## src/rtl/conv_calc_pkg.sv

```systemverilog
// Shared helpers for the convolution MAC engine: sum-growth table and width helpers.
// The optional ReLU stage is enabled by the CONV_CALC_RELU_EN macro (see conv_layer_calc).
package conv_calc_pkg;

  // Growth bits needed so that KERNEL^2 products never overflow the sum.
  function automatic int calc_ext(input int kernel);
    case (kernel)
      1:       return 0;
      3:       return 3;
      5:       return 5;
      7:       return 6;
      default: return -1;
    endcase
  endfunction

  function automatic int clog2(input int v);
    int r;
    r = 0;
    while ((1 << r) < v) r++;
    return r;
  endfunction

  // Operand count after one layer of 3:2 compressors.
  function automatic int csa_next(input int c);
    return c - c / 3;
  endfunction

  function automatic int csa_levels(input int n);
    int c;
    int l;
    c = n;
    l = 0;
    while (c > 2) begin
      c = csa_next(c);
      l++;
    end
    return l;
  endfunction

endpackage

```

## src/rtl/carry_save_adder.sv

```systemverilog
// Combinational N-operand signed adder: sign-extend, 3:2 compressor tree to two
// vectors, then one carry-propagate add.
module carry_save_adder
  import conv_calc_pkg::*;
#(
  parameter int N = 9,
  parameter int W = 4,
  parameter int E = 3
) (
  input  logic [N*W-1:0] a,
  output logic [W+E-1:0] sum,
  output logic           cout
);

  localparam int SW = W + E;
  localparam int LV = csa_levels(N);

  logic [SW-1:0] lvl [0:LV][0:N-1];
  logic [SW-1:0] f0;
  logic [SW-1:0] f1;

  always_comb begin
    int c;
    int g;
    logic [SW-1:0] x;
    logic [SW-1:0] y;
    logic [SW-1:0] z;
    for (int l = 0; l <= LV; l++)
      for (int i = 0; i < N; i++)
        lvl[l][i] = '0;
    for (int i = 0; i < N; i++)
      lvl[0][i] = SW'($signed(a[i*W +: W]));
    c = N;
    for (int l = 0; l < LV; l++) begin
      g = c / 3;
      for (int i = 0; i < N; i++) begin
        x = lvl[l][i];
        y = '0;
        z = '0;
        if (i < g) begin
          x = lvl[l][3*i];
          y = lvl[l][3*i+1];
          z = lvl[l][3*i+2];
          lvl[l+1][2*i]   = x ^ y ^ z;
          lvl[l+1][2*i+1] = ((x & y) | (x & z) | (y & z)) << 1;
        end else if (i >= 3*g && i < c) begin
          // operands left over from the groups of three pass straight down
          lvl[l+1][i-g] = x;
        end
      end
      c = csa_next(c);
    end
  end

  assign f0 = lvl[LV][0];

  if (N > 1) begin : g_two
    assign f1 = lvl[LV][1];
  end else begin : g_one
    assign f1 = '0;
  end

  assign {cout, sum} = {1'b0, f0} + {1'b0, f1};

endmodule

```

## src/rtl/conv_layer_calc.sv

```systemverilog
// Single-channel KERNELxKERNEL signed MAC, two-stage pipeline, one window per clock.
// Define CONV_CALC_RELU_EN to clamp negative sums to zero in the output stage.
module conv_layer_calc
  import conv_calc_pkg::*;
#(
  parameter int KERNEL = 3,
  parameter int E      = 3,
  parameter int N      = 2,
  parameter int M      = 2
) (
  input  logic                         clk,
  input  logic                         rst,
  input  logic [KERNEL*KERNEL*N-1:0]   data2conv,
  input  logic                         en_in,
  input  logic [KERNEL*KERNEL*M-1:0]   w,
  output logic [N+M+E-1:0]             d_out,
  output logic                         en_out
);

  localparam int K2 = KERNEL * KERNEL;
  localparam int PW = N + M;
  localparam int OW = N + M + E;

  if (E != calc_ext(KERNEL)) begin : g_bad_cfg
    $error("conv_layer_calc: E does not match calc_ext(KERNEL)");
  end

  logic [K2-1:0][PW-1:0] prod;
  logic [K2-1:0][PW-1:0] prod_q;
  logic [2:1]            vld_pipe;
  logic [OW-1:0]         sum_s;
  logic [OW-1:0]         d_next;

  for (genvar k = 0; k < K2; k++) begin : g_lane
    logic signed [PW-1:0] ax;
    logic signed [PW-1:0] wx;
    assign ax = {{M{data2conv[k*N+N-1]}}, data2conv[k*N +: N]};
    assign wx = {{N{w[k*M+M-1]}}, w[k*M +: M]};
    // full product fits in N+M bits, so the truncation is exact
    assign prod[k] = ax * wx;
  end

  always_ff @(posedge clk or negedge rst) begin
    if (!rst) begin
      prod_q   <= '0;
      vld_pipe <= '0;
    end else begin
      prod_q   <= prod;
      vld_pipe <= {vld_pipe[1], en_in};
    end
  end

  if (K2 == 1) begin : g_bypass
    assign sum_s = OW'($signed(prod_q[0]));
  end else begin : g_tree
    logic unused_cout;
    carry_save_adder #(.N(K2), .W(PW), .E(E)) u_csa (
      .a    (prod_q),
      .sum  (sum_s),
      .cout (unused_cout)
    );
  end

`ifdef CONV_CALC_RELU_EN
  assign d_next = sum_s[OW-1] ? '0 : sum_s;
`else
  assign d_next = sum_s;
`endif

  always_ff @(posedge clk or negedge rst) begin
    if (!rst) d_out <= '0;
    else      d_out <= d_next;
  end

  assign en_out = vld_pipe[2];

endmodule

```

## config.mk

```make
export PLATFORM = sky130hd
export DESIGN_NAME = conv_layer_calc
export DESIGN_NICKNAME = d
export VERILOG_FILES = /design/src/rtl/conv_calc_pkg.sv /design/src/rtl/carry_save_adder.sv /design/src/rtl/conv_layer_calc.sv
export SDC_FILE = /design/constraint.sdc
export NUM_CORES = 1
export LEC_CHECK = 0
export CORE_UTILIZATION = 47
export DETAILED_ROUTE_END_ITERATION = 7
export GPL_TIMING_DRIVEN = 0
export HOLD_SLACK_MARGIN = 0.05
export PLACE_DENSITY = 0.72
export SYNTH_ARGS = -nofsm -noshare
export SYNTH_HDL_FRONTEND = slang
export SYNTH_SLANG_ARGS = --single-unit
export TNS_END_PERCENT = 100
```

## constraint.sdc

```tcl
create_clock -name clk -period 7.2 [get_ports clk]
set_input_delay 1.44 -clock clk [delete_from_list [all_inputs] [get_ports clk]]
set_output_delay 1.44 -clock clk [all_outputs]
set_load 0.01 [all_outputs]
```

==> Implementation_results.wiki, run 1 <==
{| class="wikitable"
! Metric !! Value
|-
| Run status || complete, no violations
|-
| Count of standard-cell rows || 27
|-
| Launch instance of the worst min-delay path || vld_pipe[1]
|-
| 1st-pass router iterations || 4
|-
| Launch instance of the worst register-to-register path || prod_q[2]
|-
| Setup repair after global routing missed its margin || false
|-
| Slew HR || 65.23%
|-
| Iteration-0 DRC count of the detailed router || 34
|-
| Skew final || between 5 and 6 ps
|-
| Top fanout value on the critical path || 2
|-
| Final routed wirelength across all metal layers || between 3 and 4 mm
|-
| Worst IR Drop VDD || between 0.3 and 0.4 mV
|-
| Clock tree from TritonCTS || built
|-
| Die area || 6164 um2
|-
| Initial antenna violation count || 0
|-
| Number of nets at the end of the flow || 360
|-
| Wire length of the first global-routing pass || 7.307 mm
|-
| Unique cell type count in the Yosys netlist || 12
|-
| Grt total ovfl || 0
|-
| Share of synthesized area occupied by flip-flops and latches || approximately two fifths
|-
| Reported max-cap violation count || 0
|-
| Post-detailed-route wirelength per cell || approximately 12 um
|-
| Number of clock sinks || 45
|-
| Synthesized area || around 2800 um2
|-
| Crit path kind || reg -> reg
|-
| Tot Pwr || 1306 uW
|-
| N_diodes || 0
|-
| Maximum number of pins on one net before global-route repair || 25
|-
| Filler Cell Count || approximately 460
|-
| Number of remaining DRC errors || 0
|-
| Min-Delay Endpoint || vld_pipe[2]
|-
| Clock transition at the registers of the reported paths || approximately 80 ps
|-
| # setup viols final || 0
|-
| DR vias || 1468
|-
| Arr. time, crit path || roughly 4000 ps
|-
| CTS Hold Bufs || 0
|-
| Core Box Area || 5574 um2
|-
| Weighted congestion at the end of routability-driven global placement || 0.7019
|-
| Worst-Margin Slew || around 520 ps
|-
| Worst Reg-to-Reg Cells || 13
|-
| Vert. Die Dim || 78.51 um
|-
| Top-level I/O count || 47
|-
| Synthesis-stage register bit count || 45
|-
| Max H-tree Level || 2
|-
| Number of port buffers || 46
|-
| Number of cells on the worst hold path || 0
|-
| Final-report max-slew violation count || 0
|-
| FF-to-FF End || d_out[6]
|-
| CP required || about 7400 ps
|-
| F_max || 264.3 MHz
|-
| Nets in the synthesized netlist || roughly 310
|-
| Post-layout min period || 3784 ps
|-
| Fraction of layout instances using a drive strength above 1 || between 7 and 8%
|-
| Worst Hold Slack || about 370 ps
|-
| Overall Global Routing Usage || 16.18%
|-
| Synth Area per Inst || 13.55 um2
|-
| Leakage || 0.001641 uW
|-
| Clock tree buffer depth || 2
|-
| Final critical-path share of the clock period || 52.56%
|-
| R2R setup slack || 3420 ps
|-
| Master cell of the clock root buffer || sky130_fd_sc_hd__clkbuf_8
|-
| Synth warn || 0
|-
| Total negative slack for setup checks || 0 ps
|-
| Crit end category || register
|-
| Final count of hold timing violations || 0
|-
| Post-cts gate resize count || 0
|-
| Clock buffer count from CTS || 5
|-
| Detailed placement HPWL || 3.407 mm
|-
| Gate Count Post-Synth || slightly above 200
|-
| Path class of the lowest-slack min-delay path || reg -> reg
|-
| Setup bufs post-CTS || 0
|-
| Initial standard-cell utilization of the core || 49.36%
|-
| Area growth syn-to-layout || 23.83%
|-
| Insertion delay of the later-clocked pin in the worst-skew pair || 300 ps
|-
| Critical path launch point type || register
|-
| Via count of the first global-routing pass || 1591
|-
| Number of routed nets with antenna violations || 0
|-
| PD cells || about 380 nW/um2
|-
| Routed vias/inst || about 4.4
|-
| Width of the die || 78.51 um
|}
[cell families after synthesis]
group,after synthesis,synth area share [%]
adders and majority gates,64,39.75
xor gates and xnor gates,6,1.910
AOI/OAI and AO/OA,4,1.046
DFF,45,40.93
and+or+nand+nor,27,6.139
buffers and inverters,48,6.548
muxes,9,3.684
[cells in the mapped netlist]
| cell type | n | area (um2) |
|---|---|---|
| sky130_fd_sc_hd__a21o_1 | 2 | 15.01 |
| sky130_fd_sc_hd__a21oi_1 | 1 | 5.000 |
| sky130_fd_sc_hd__a21oi_2 | 1 | 8.760 |
| sky130_fd_sc_hd__and2_1 | 18 | 112.6 |
| sky130_fd_sc_hd__dfrtp_1 | 45 | 1126 |
| sky130_fd_sc_hd__fa_1 | 39 | 780.8 |
| sky130_fd_sc_hd__ha_1 | 25 | 312.8 |
| sky130_fd_sc_hd__inv_1 | 48 | 180.2 |
| sky130_fd_sc_hd__mux2_2 | 9 | 101.4 |
| sky130_fd_sc_hd__nor2b_1 | 9 | 56.30 |
| sky130_fd_sc_hd__xnor2_1 | 4 | 35.03 |
| sky130_fd_sc_hd__xor2_1 | 2 | 17.52 |
[power breakdown]
| group | total (uW) | switching [uW] | internal (uW) |
|---|---|---|---|
| registers | 331 | 15.0 | 316 |
| clock network | 150 | 82.9 | 67.3 |
| logic | 825 | 416 | 409 |
[through the flow]
step	instances	cell area, um2	util (%)	setup slack [ps]
5_1_grt	330	3407	61.12	3275
2_1_floorplan	203	2751	-	3576
3_3_place_gp	321	3302	59.24	3457
3_5_place_dp	322	3324	59.64	3426
4_1_cts	330	3407	61.12	3386
6_report	330	3407	61.12	3416
[flip-flops by register name (all words and copies together) (netlist names)]
register / flops
d_out: 7
prod_q: 36
vld_pipe: 2
[worst max-delay path by stage]
stage               depth (start not counted)       end       from  slack [ps]
CTS                                        13  d_out[6]  prod_q[2]        3390
floorplan                                  13  d_out[6]  prod_q[2]        3580
global route                               13  d_out[6]  prod_q[2]        3280
global placement                           13  d_out[6]  prod_q[2]        3460
detailed placement                         13  d_out[6]  prod_q[2]        3430
finish                                     13  d_out[6]  prod_q[2]        3420
[final cells by class]
cell class	instances	area [um2]	share of cell area [%]
inverter	48	180.2	5.288
tap	72	90.09	2.644
sequential	45	1126	33.05
clock buffer	6	72.57	2.130
timing repair buffer	47	483.0	14.18
multi-input combinational	110	1445	42.42
clock inverter	2	10.01	0.2938
[worst max-delay path, stage by stage, from the launching register on]
cell and delay, ps:
sky130_fd_sc_hd__dfrtp_1 340, sky130_fd_sc_hd__inv_1 50, sky130_fd_sc_hd__fa_1 530, sky130_fd_sc_hd__inv_1 50
sky130_fd_sc_hd__fa_1 540, sky130_fd_sc_hd__inv_1 60, sky130_fd_sc_hd__fa_1 530, sky130_fd_sc_hd__inv_1 60
sky130_fd_sc_hd__fa_1 470, sky130_fd_sc_hd__ha_1 220, sky130_fd_sc_hd__fa_1 400, sky130_fd_sc_hd__a21o_1 190
sky130_fd_sc_hd__a21oi_2 140, sky130_fd_sc_hd__xnor2_1 130
[metal layers]
metal | global-route usage (%) | vias to the layer above | routed length, um
li1 | - | 690 | -
met1 | 21.06 | 738 | 1639
met2 | 26.43 | 33 | 2060
met3 | 3.256 | 7 | 131
met4 | 6.667 | 0 | 85
met5 | 0 | - | 0
[cells in the final DEF (no fill, tap or decap)]
cell	instances
sky130_fd_sc_hd__a21o_1	2
sky130_fd_sc_hd__clkbuf_1	1
sky130_fd_sc_hd__ha_1	25
sky130_fd_sc_hd__inv_1	48
sky130_fd_sc_hd__a21oi_2	1
sky130_fd_sc_hd__dfrtp_1	45
sky130_fd_sc_hd__buf_2	1
sky130_fd_sc_hd__clkbuf_8	5
sky130_fd_sc_hd__xor2_1	2
sky130_fd_sc_hd__nor2b_1	9
sky130_fd_sc_hd__clkdlybuf4s50_1	45
sky130_fd_sc_hd__mux2_2	9
sky130_fd_sc_hd__and2_1	18
sky130_fd_sc_hd__xnor2_1	4
sky130_fd_sc_hd__fa_1	39
sky130_fd_sc_hd__buf_16	1
sky130_fd_sc_hd__a21oi_1	1
sky130_fd_sc_hd__clkinv_2	2
Note: power is estimated with default switching activity, not from simulation.
==> run 2, diff against run 1 <==
==> constraint.sdc (replaced) <==
create_clock -name clk -period 3.72 [get_ports clk]
set_input_delay 0.744 -clock clk [delete_from_list [all_inputs] [get_ports clk]]
set_output_delay 0.744 -clock clk [all_outputs]
set_load 0.01 [all_outputs]
==> Implementation_results.wiki, run 2 (synthesis results as in run 1) <==
{| class="wikitable"
! Metric !! Value
|-
| Critical Path, Cell by Cell || inv_2, fa_1, inv_1, fa_1, inv_1, fa_1, inv_1, fa_1, ha_2, fa_2, a21o_1, a21oi_2, xnor2_1
|-
| Final-report max-slew violation count || 0 (unchanged)
|-
| Skew final || 4.097 ps (-1.086 ps)
|-
| Grt total ovfl || 0 (unchanged)
|-
| 1st-pass router iterations || 4 (unchanged)
|-
| Post-layout min period || 3603 ps (-181.5 ps)
|-
| Area growth syn-to-layout || 25.01%
|-
| Clock tree from TritonCTS || built
|-
| Maximum number of pins on one net before global-route repair || 25 (unchanged)
|-
| Final critical-path share of the clock period || 96.85% (+44 points)
|-
| Number of nets at the end of the flow || 363 (+0.83%)
|-
| Post-detailed-route wirelength per cell || 11.83 um (-0.32%)
|-
| Arr. time, crit path || 3820 ps (-180 ps)
|-
| PD cells || 763.5 nW/um2 (+99%)
|-
| Initial antenna violation count || 0 (unchanged)
|-
| Detailed placement HPWL || 3.407 mm (unchanged)
|-
| Clock transition at the registers of the reported paths || 80 ps (about the same)
|-
| Core Box Area || 5574 um2 (unchanged)
|-
| Count of standard-cell rows || 27 (unchanged)
|-
| Overall Global Routing Usage || 16.31% (+0.13 points)
|-
| Initial standard-cell utilization of the core || 49.36% (unchanged)
|-
| DR vias || 1477 (+0.61%)
|-
| Weighted congestion at the end of routability-driven global placement || 0.7019 (unchanged)
|-
| Master cell of the clock root buffer || sky130_fd_sc_hd__clkbuf_8
|-
| Setup repair after global routing missed its margin || false
|-
| Iteration-0 DRC count of the detailed router || 33 (-2.9%)
|-
| Die area || 6164 um2 (unchanged)
|-
| Final count of hold timing violations || 0 (unchanged)
|-
| Wire length of the first global-routing pass || 7.369 mm (+0.85%)
|-
| Insertion delay of the later-clocked pin in the worst-skew pair || 290 ps (about the same)
|-
| Post-route cell area || 3440 um2 (+0.95%)
|-
| Number of port buffers || 46 (unchanged)
|-
| Largest registers || prod_q: 36 flops, d_out: 7 flops, vld_pipe: 2 flops
|-
| Clock tree buffer depth || 2 (unchanged)
|-
| P_sw || 1021 uW (+99%)
|-
| CP required || 3930 ps (-3480 ps)
|-
| Slowest Stage Delay on Critical Path || 540 ps (about the same)
|-
| Via count of the first global-routing pass || 1600 (+0.57%)
|-
| Top fanout value on the critical path || 2 (unchanged)
|-
| F_max || 277.6 MHz (+5.0%)
|-
| CTS Hold Bufs || 0 (unchanged)
|-
| Critical path launch point type || register
|-
| Crit end category || register
|-
| Fraction of layout instances using a drive strength above 1 || 10.34% (+3.0 points)
|-
| Proportion of total power due to net switching || 38.88% (-0.48 points)
|-
| Path class of the lowest-slack min-delay path || reg -> reg
|-
| Max H-tree Level || 2 (unchanged)
|-
| Number of clock sinks || 45 (unchanged)
|-
| Most flop-heavy register || prod_q
|-
| Leakage || 0.001650 uW (+0.56%)
|-
| Top library cells by usage in the layout, fill and taps aside || sky130_fd_sc_hd__inv_1, sky130_fd_sc_hd__dfrtp_1, sky130_fd_sc_hd__clkdlybuf4s50_1, sky130_fd_sc_hd__fa_1, sky130_fd_sc_hd__ha_1
|-
| Max FFs per register || 36 (unchanged)
|-
| Critical path's most frequent cell || sky130_fd_sc_hd__fa_1
|-
| Logic gate share of total power || 64.6% (+1.4 points)
|-
| Top-level I/O count || 47 (unchanged)
|-
| Vert. Die Dim || 78.51 um (unchanged)
|-
| Final routed wirelength across all metal layers || 3.940 mm (+0.59%)
|-
| Clock buffer count from CTS || 5 (unchanged)
|-
| N_diodes || 0 (unchanged)
|-
| Area post-placement || 3324 um2 (unchanged)
|-
| Most common cell after layout, fill and taps aside || sky130_fd_sc_hd__inv_1
|-
| Int Power || 1605 uW (+100%)
|-
| CP max-delay cell || sky130_fd_sc_hd__fa_1
|-
| Worst Path Buf+Inv || 4 (unchanged)
|-
| Slew HR || 65.08% (-0.16 points)
|-
| # setup viols final || 0 (unchanged)
|-
| Reg power frac || 24.4% (-0.9 points)
|-
| Worst IR Drop VDD || 0.6590 mV (+110%)
|-
| Kind of cell adding the most delay to the critical path || adder cells
|-
| Run status || complete, no violations
|-
| Routed vias/inst || 4.435 (-0.29%)
|-
| Worst-Margin Slew || 523.8 ps (+2.346 ps)
|-
| Number of routed nets with antenna violations || 0 (unchanged)
|-
| Crit path kind || reg -> reg
|-
| Reported max-cap violation count || 0 (unchanged)
|-
| Worst Hold Slack || 370.1 ps (+0.1740 ps)
|-
| Number of remaining DRC errors || 0 (unchanged)
|-
| Width of the die || 78.51 um (unchanged)
|-
| Clock group share of total power || 11.1% (-0.4 points)
|}
run 2: through the flow:
step | worst slack (ps) | std cells | utilization (%) | power, uW | setup TNS, ps
2_1_floorplan | 95.70 | 203 | - | 1879 | 0
3_3_place_gp | -22.51 | 321 | 59.24 | 2213 | -22.51
3_5_place_dp | -53.68 | 322 | 59.64 | 2270 | -53.68
4_1_cts | 0.3051 | 331 | 61.35 | 2621 | 0
5_1_grt | 4.975 | 333 | 61.71 | 2949 | 0
6_report | 117.2 | 333 | 61.71 | 2626 | 0
run 2: timing repair:
| action | 4_1_cts | 5_1_grt |
|---|---|---|
| pin swaps | 5 | 9 |
| endpoints found under the setup margin | 1 | 1 |
| setup buffers | 1 | 2 |
| resized for setup | 2 | 3 |
| endpoints found under the hold margin | 0 | 0 |
run 2: layout make-up:
cell class              count  area, um2
repair buffers             50      505.5
multi-input cells         110       1455
inverters                  48      180.2
well taps                  72      90.09
clock buffers               6      72.57
fillers                   464       2135
clock inverters             2      10.01
flip-flops and latches     45       1126
run 2: per-layer routing:
metal,global-route usage [%],vias up,wire length (um)
li1,-,697,-
met1,21.30,740,1630
met2,26.61,33,2093
met3,3.256,7,131
met4,6.667,0,85
met5,0,-,0
run 2: path summary, 6_finish.rpt:
path                        startpoint          end  slack, ps  cells after the start
max in group asynchronous          rst   prod_q[20]       2820                      2
min in group asynchronous          rst  vld_pipe[1]        420                      1
min reg2reg                vld_pipe[1]  vld_pipe[2]        370                      0
max                          prod_q[2]     d_out[6]        120                     13
min                        vld_pipe[1]  vld_pipe[2]        370                      0
max reg2reg                  prod_q[2]     d_out[6]        120                     13
run 2: power by group through the flow:
stage	combinational (uW)	clock [uW]	sequential, uW
detailed placement	1620	0	652
CTS	1680	298	642
global placement	1560	0	651
floorplan	1210	0	669
global route	1970	325	650
finish	1700	290	641
run 2: worst register-to-register path, delay by kind of cell, from the launching register on:
kind | cells | cell delay (ps)
flops | 1 | 360
fa+ha+maj | 6 | 2500
compound gates | 2 | 340
xor+xnor | 1 | 130
buf+inv | 4 | 190
==> run 3, diff against run 2 <==
--- a/config.mk
+++ b/config.mk
@@ -7,7 +7,6 @@
 export LEC_CHECK = 0
 export CORE_UTILIZATION = 47
 export DETAILED_ROUTE_END_ITERATION = 7
-export GPL_TIMING_DRIVEN = 0
 export HOLD_SLACK_MARGIN = 0.05
 export PLACE_DENSITY = 0.72
 export SYNTH_ARGS = -nofsm -noshare
==> Implementation_results.wiki, run 3 (synthesis results as in run 1) <==
{| class="wikitable"
! Metric !! Value
|-
| Pre-CTS setup slack || 15.40 ps (+69.07 ps)
|-
| Routed vias/inst || 4.397 (-0.87%)
|-
| Worst Hold Slack || 359.0 ps (-11.11 ps)
|-
| Maximum number of pins on one net before global-route repair || 46 (+84%)
|-
| Post-detailed-route wirelength per cell || 10.89 um (-7.9%)
|-
| Min-Delay Endpoint || vld_pipe[2]
|-
| Worst-Margin Slew || 944.7 ps (+420.9 ps)
|-
| Clock buffer count from CTS || 5 (unchanged)
|-
| Top-level I/O count || 47 (unchanged)
|-
| Setup repair after global routing missed its margin || false
|-
| Clock group share of total power || 11.4% (+0.3 points)
|-
| Number of routed nets with antenna violations || 0 (unchanged)
|-
| Number of port buffers || 46 (unchanged)
|-
| Clock tree from TritonCTS || built
|-
| Wire length of the first global-routing pass || 6.589 mm (-11%)
|-
| Reported max-cap violation count || 0 (unchanged)
|-
| Weighted congestion at the end of routability-driven global placement || 0.6943 (-1.1%)
|-
| Via count of the first global-routing pass || 1580 (-1.3%)
|-
| Final WS setup || 156.6 ps (+39.37 ps)
|-
| Number of remaining DRC errors || 0 (unchanged)
|-
| Crit end category || register
|-
| Skew final || 6.546 ps (+2.449 ps)
|-
| Area growth syn-to-layout || 23.87%
|-
| Final routed wirelength across all metal layers || 3.595 mm (-8.8%)
|-
| Most flop-heavy register || prod_q
|-
| Initial antenna violation count || 0 (unchanged)
|-
| Arr. time, crit path || 3780 ps (-40 ps)
|-
| Number of clock sinks || 45 (unchanged)
|-
| Grt total ovfl || 0 (unchanged)
|-
| Worst Reg-to-Reg Cells || 11 (-2)
|-
| Path class of the lowest-slack min-delay path || reg -> reg
|-
| Fraction of layout instances using a drive strength above 1 || 10.08% (-0.27 points)
|-
| Crit path kind || reg -> reg
|-
| Int Power || 1578 uW (-1.7%)
|-
| Total negative slack for setup checks || 0 ps (unchanged)
|-
| Clock tree buffer depth || 2 (unchanged)
|-
| Leakage || 0.001629 uW (-1.3%)
|-
| # setup viols final || 0 (unchanged)
|-
| Master cell of the clock root buffer || sky130_fd_sc_hd__clkbuf_8
|-
| Top fanout value on the critical path || 2 (unchanged)
|-
| Logic gate share of total power || 63.5% (-1.1 points)
|-
| Reg power frac || 25.1% (+0.7 points)
|-
| Insertion delay of the later-clocked pin in the worst-skew pair || 290 ps (about the same)
|-
| 1st-pass router iterations || 3 (-1)
|-
| Overall Global Routing Usage || 14.29% (-2.0 points)
|-
| Top library cells by usage in the layout, fill and taps aside || sky130_fd_sc_hd__inv_1, sky130_fd_sc_hd__dfrtp_1, sky130_fd_sc_hd__clkdlybuf4s50_1, sky130_fd_sc_hd__fa_1, sky130_fd_sc_hd__ha_1
|-
| Vert. Die Dim || 78.51 um (unchanged)
|-
| Max H-tree Level || 2 (unchanged)
|-
| Max FFs per register || 36 (unchanged)
|-
| CTS Hold Bufs || 0 (unchanged)
|-
| DR vias || 1451 (-1.8%)
|-
| Slew HR || 37.02% (-28 points)
|-
| Count of standard-cell rows || 27 (unchanged)
|-
| N_diodes || 0 (unchanged)
|-
| Number of nets at the end of the flow || 361 (-0.55%)
|-
| F_max || 280.6 MHz (+1.1%)
|-
| Die area || 6164 um2 (unchanged)
|-
| Proportion of total power due to net switching || 38.16% (-0.72 points)
|-
| CP required || 3940 ps (about the same)
|-
| Clock transition at the registers of the reported paths || 70 ps (about the same)
|-
| Launch instance of the worst min-delay path || vld_pipe[1]
|-
| Launch instance of the worst register-to-register path || prod_q[26]
|-
| Largest registers || prod_q: 36 flops, d_out: 7 flops, vld_pipe: 2 flops
|-
| Final critical-path share of the clock period || 95.79% (-1.1 points)
|-
| Worst IR Drop VDD || 0.5935 mV (-9.9%)
|-
| Iteration-0 DRC count of the detailed router || 37 (+12%)
|-
| R2R setup slack || 160 ps (+40 ps)
|-
| Core Box Area || 5574 um2 (unchanged)
|-
| Final-report max-slew violation count || 0 (unchanged)
|-
| Final count of hold timing violations || 0 (unchanged)
|-
| Critical path launch point type || register
|-
| Detailed placement HPWL || 3.070 mm (-9.9%)
|-
| Post-layout min period || 3563 ps (-39.37 ps)
|-
| PD cells || 748.9 nW/um2 (-1.9%)
|-
| Width of the die || 78.51 um (unchanged)
|-
| Number of cells on the worst hold path || 0 (unchanged)
|-
| FF-to-FF End || d_out[6]
|-
| Initial standard-cell utilization of the core || 49.36% (unchanged)
|-
| P_sw || 973.9 uW (-4.6%)
|-
| Run status || complete, no violations
|}
run 3: cell count changes in the layout (fill, tap and decap cells not counted):
cell	previous run	this run
sky130_fd_sc_hd__clkinv_2	2	0
sky130_fd_sc_hd__inv_2	1	3
sky130_fd_sc_hd__inv_1	47	45
sky130_fd_sc_hd__buf_4	3	2
sky130_fd_sc_hd__buf_16	1	0
sky130_fd_sc_hd__clkbuf_8	5	6
run 3: metrics by stage:
| stage | util, % | cells | instance area, um2 | total power, uW |
|---|---|---|---|---|
| after floorplan | - | 203 | 2751 | 1879 |
| after global placement | 59.15 | 321 | 3297 | 2222 |
| after detailed placement | 59.15 | 321 | 3297 | 2258 |
| after CTS | 60.70 | 328 | 3383 | 2557 |
| after global routing | 61.14 | 330 | 3408 | 2877 |
| final | 61.14 | 330 | 3408 | 2552 |
run 3: cell type report:
| class | instances | area (um2) |
|---|---|---|
| tap | 72 | 90.09 |
| clock buffer | 7 | 86.33 |
| timing repair buffer | 48 | 470.5 |
| multi-input combinational | 110 | 1455 |
| inverter | 48 | 180.2 |
| fill | 469 | 2166 |
| sequential | 45 | 1126 |
run 3: worst max path at each step:
stage | end | cells past startpoint | startpoint | slack [ps]
after floorplan | d_out[6] | 13 | prod_q[2] | 100
after global placement | d_out[6] | 13 | prod_q[2] | 40
after detailed placement | d_out[6] | 13 | prod_q[2] | 20
after CTS | d_out[6] | 13 | prod_q[2] | 6
after global routing | d_out[6] | 12 | prod_q[27] | 0.6
final | d_out[6] | 11 | prod_q[26] | 160
run 3: critical path, stage by stage, from the launching register on:
cell,delay [ps]
sky130_fd_sc_hd__dfrtp_1,390
sky130_fd_sc_hd__fa_1,510
sky130_fd_sc_hd__fa_1,510
sky130_fd_sc_hd__inv_1,50
sky130_fd_sc_hd__fa_1,520
sky130_fd_sc_hd__inv_1,50
sky130_fd_sc_hd__fa_1,450
sky130_fd_sc_hd__ha_2,220
sky130_fd_sc_hd__fa_2,360
sky130_fd_sc_hd__a21o_1,190
sky130_fd_sc_hd__a21oi_2,120
sky130_fd_sc_hd__xnor2_1,120
run 3: timing repair:
| item | 4_1_cts | 5_1_grt |
|---|---|---|
| endpoints found under the setup margin | 0 | 1 |
| gates resized for setup | 0 | 7 |
| buffers inserted | 0 | 2 |
run 3: routing by layer:
metal | global-route usage, % | vias to the layer above | part of all wire [%]
li1 | - | 695 | -
met1 | 17.66 | 720 | 44
met2 | 23.83 | 29 | 51
met3 | 3.488 | 7 | 3.3
met4 | 6.111 | 0 | 2.3
met5 | 0 | - | 0
run 3: power groups by stage:
stage / logic [uW] / clock network, uW / registers, uW
after detailed placement: 1600 / 0 / 653
after global routing: 1910 / 321 / 650
after global placement: 1570 / 0 / 651
after CTS: 1610 / 305 / 643
final: 1620 / 291 / 641
after floorplan: 1210 / 0 / 669
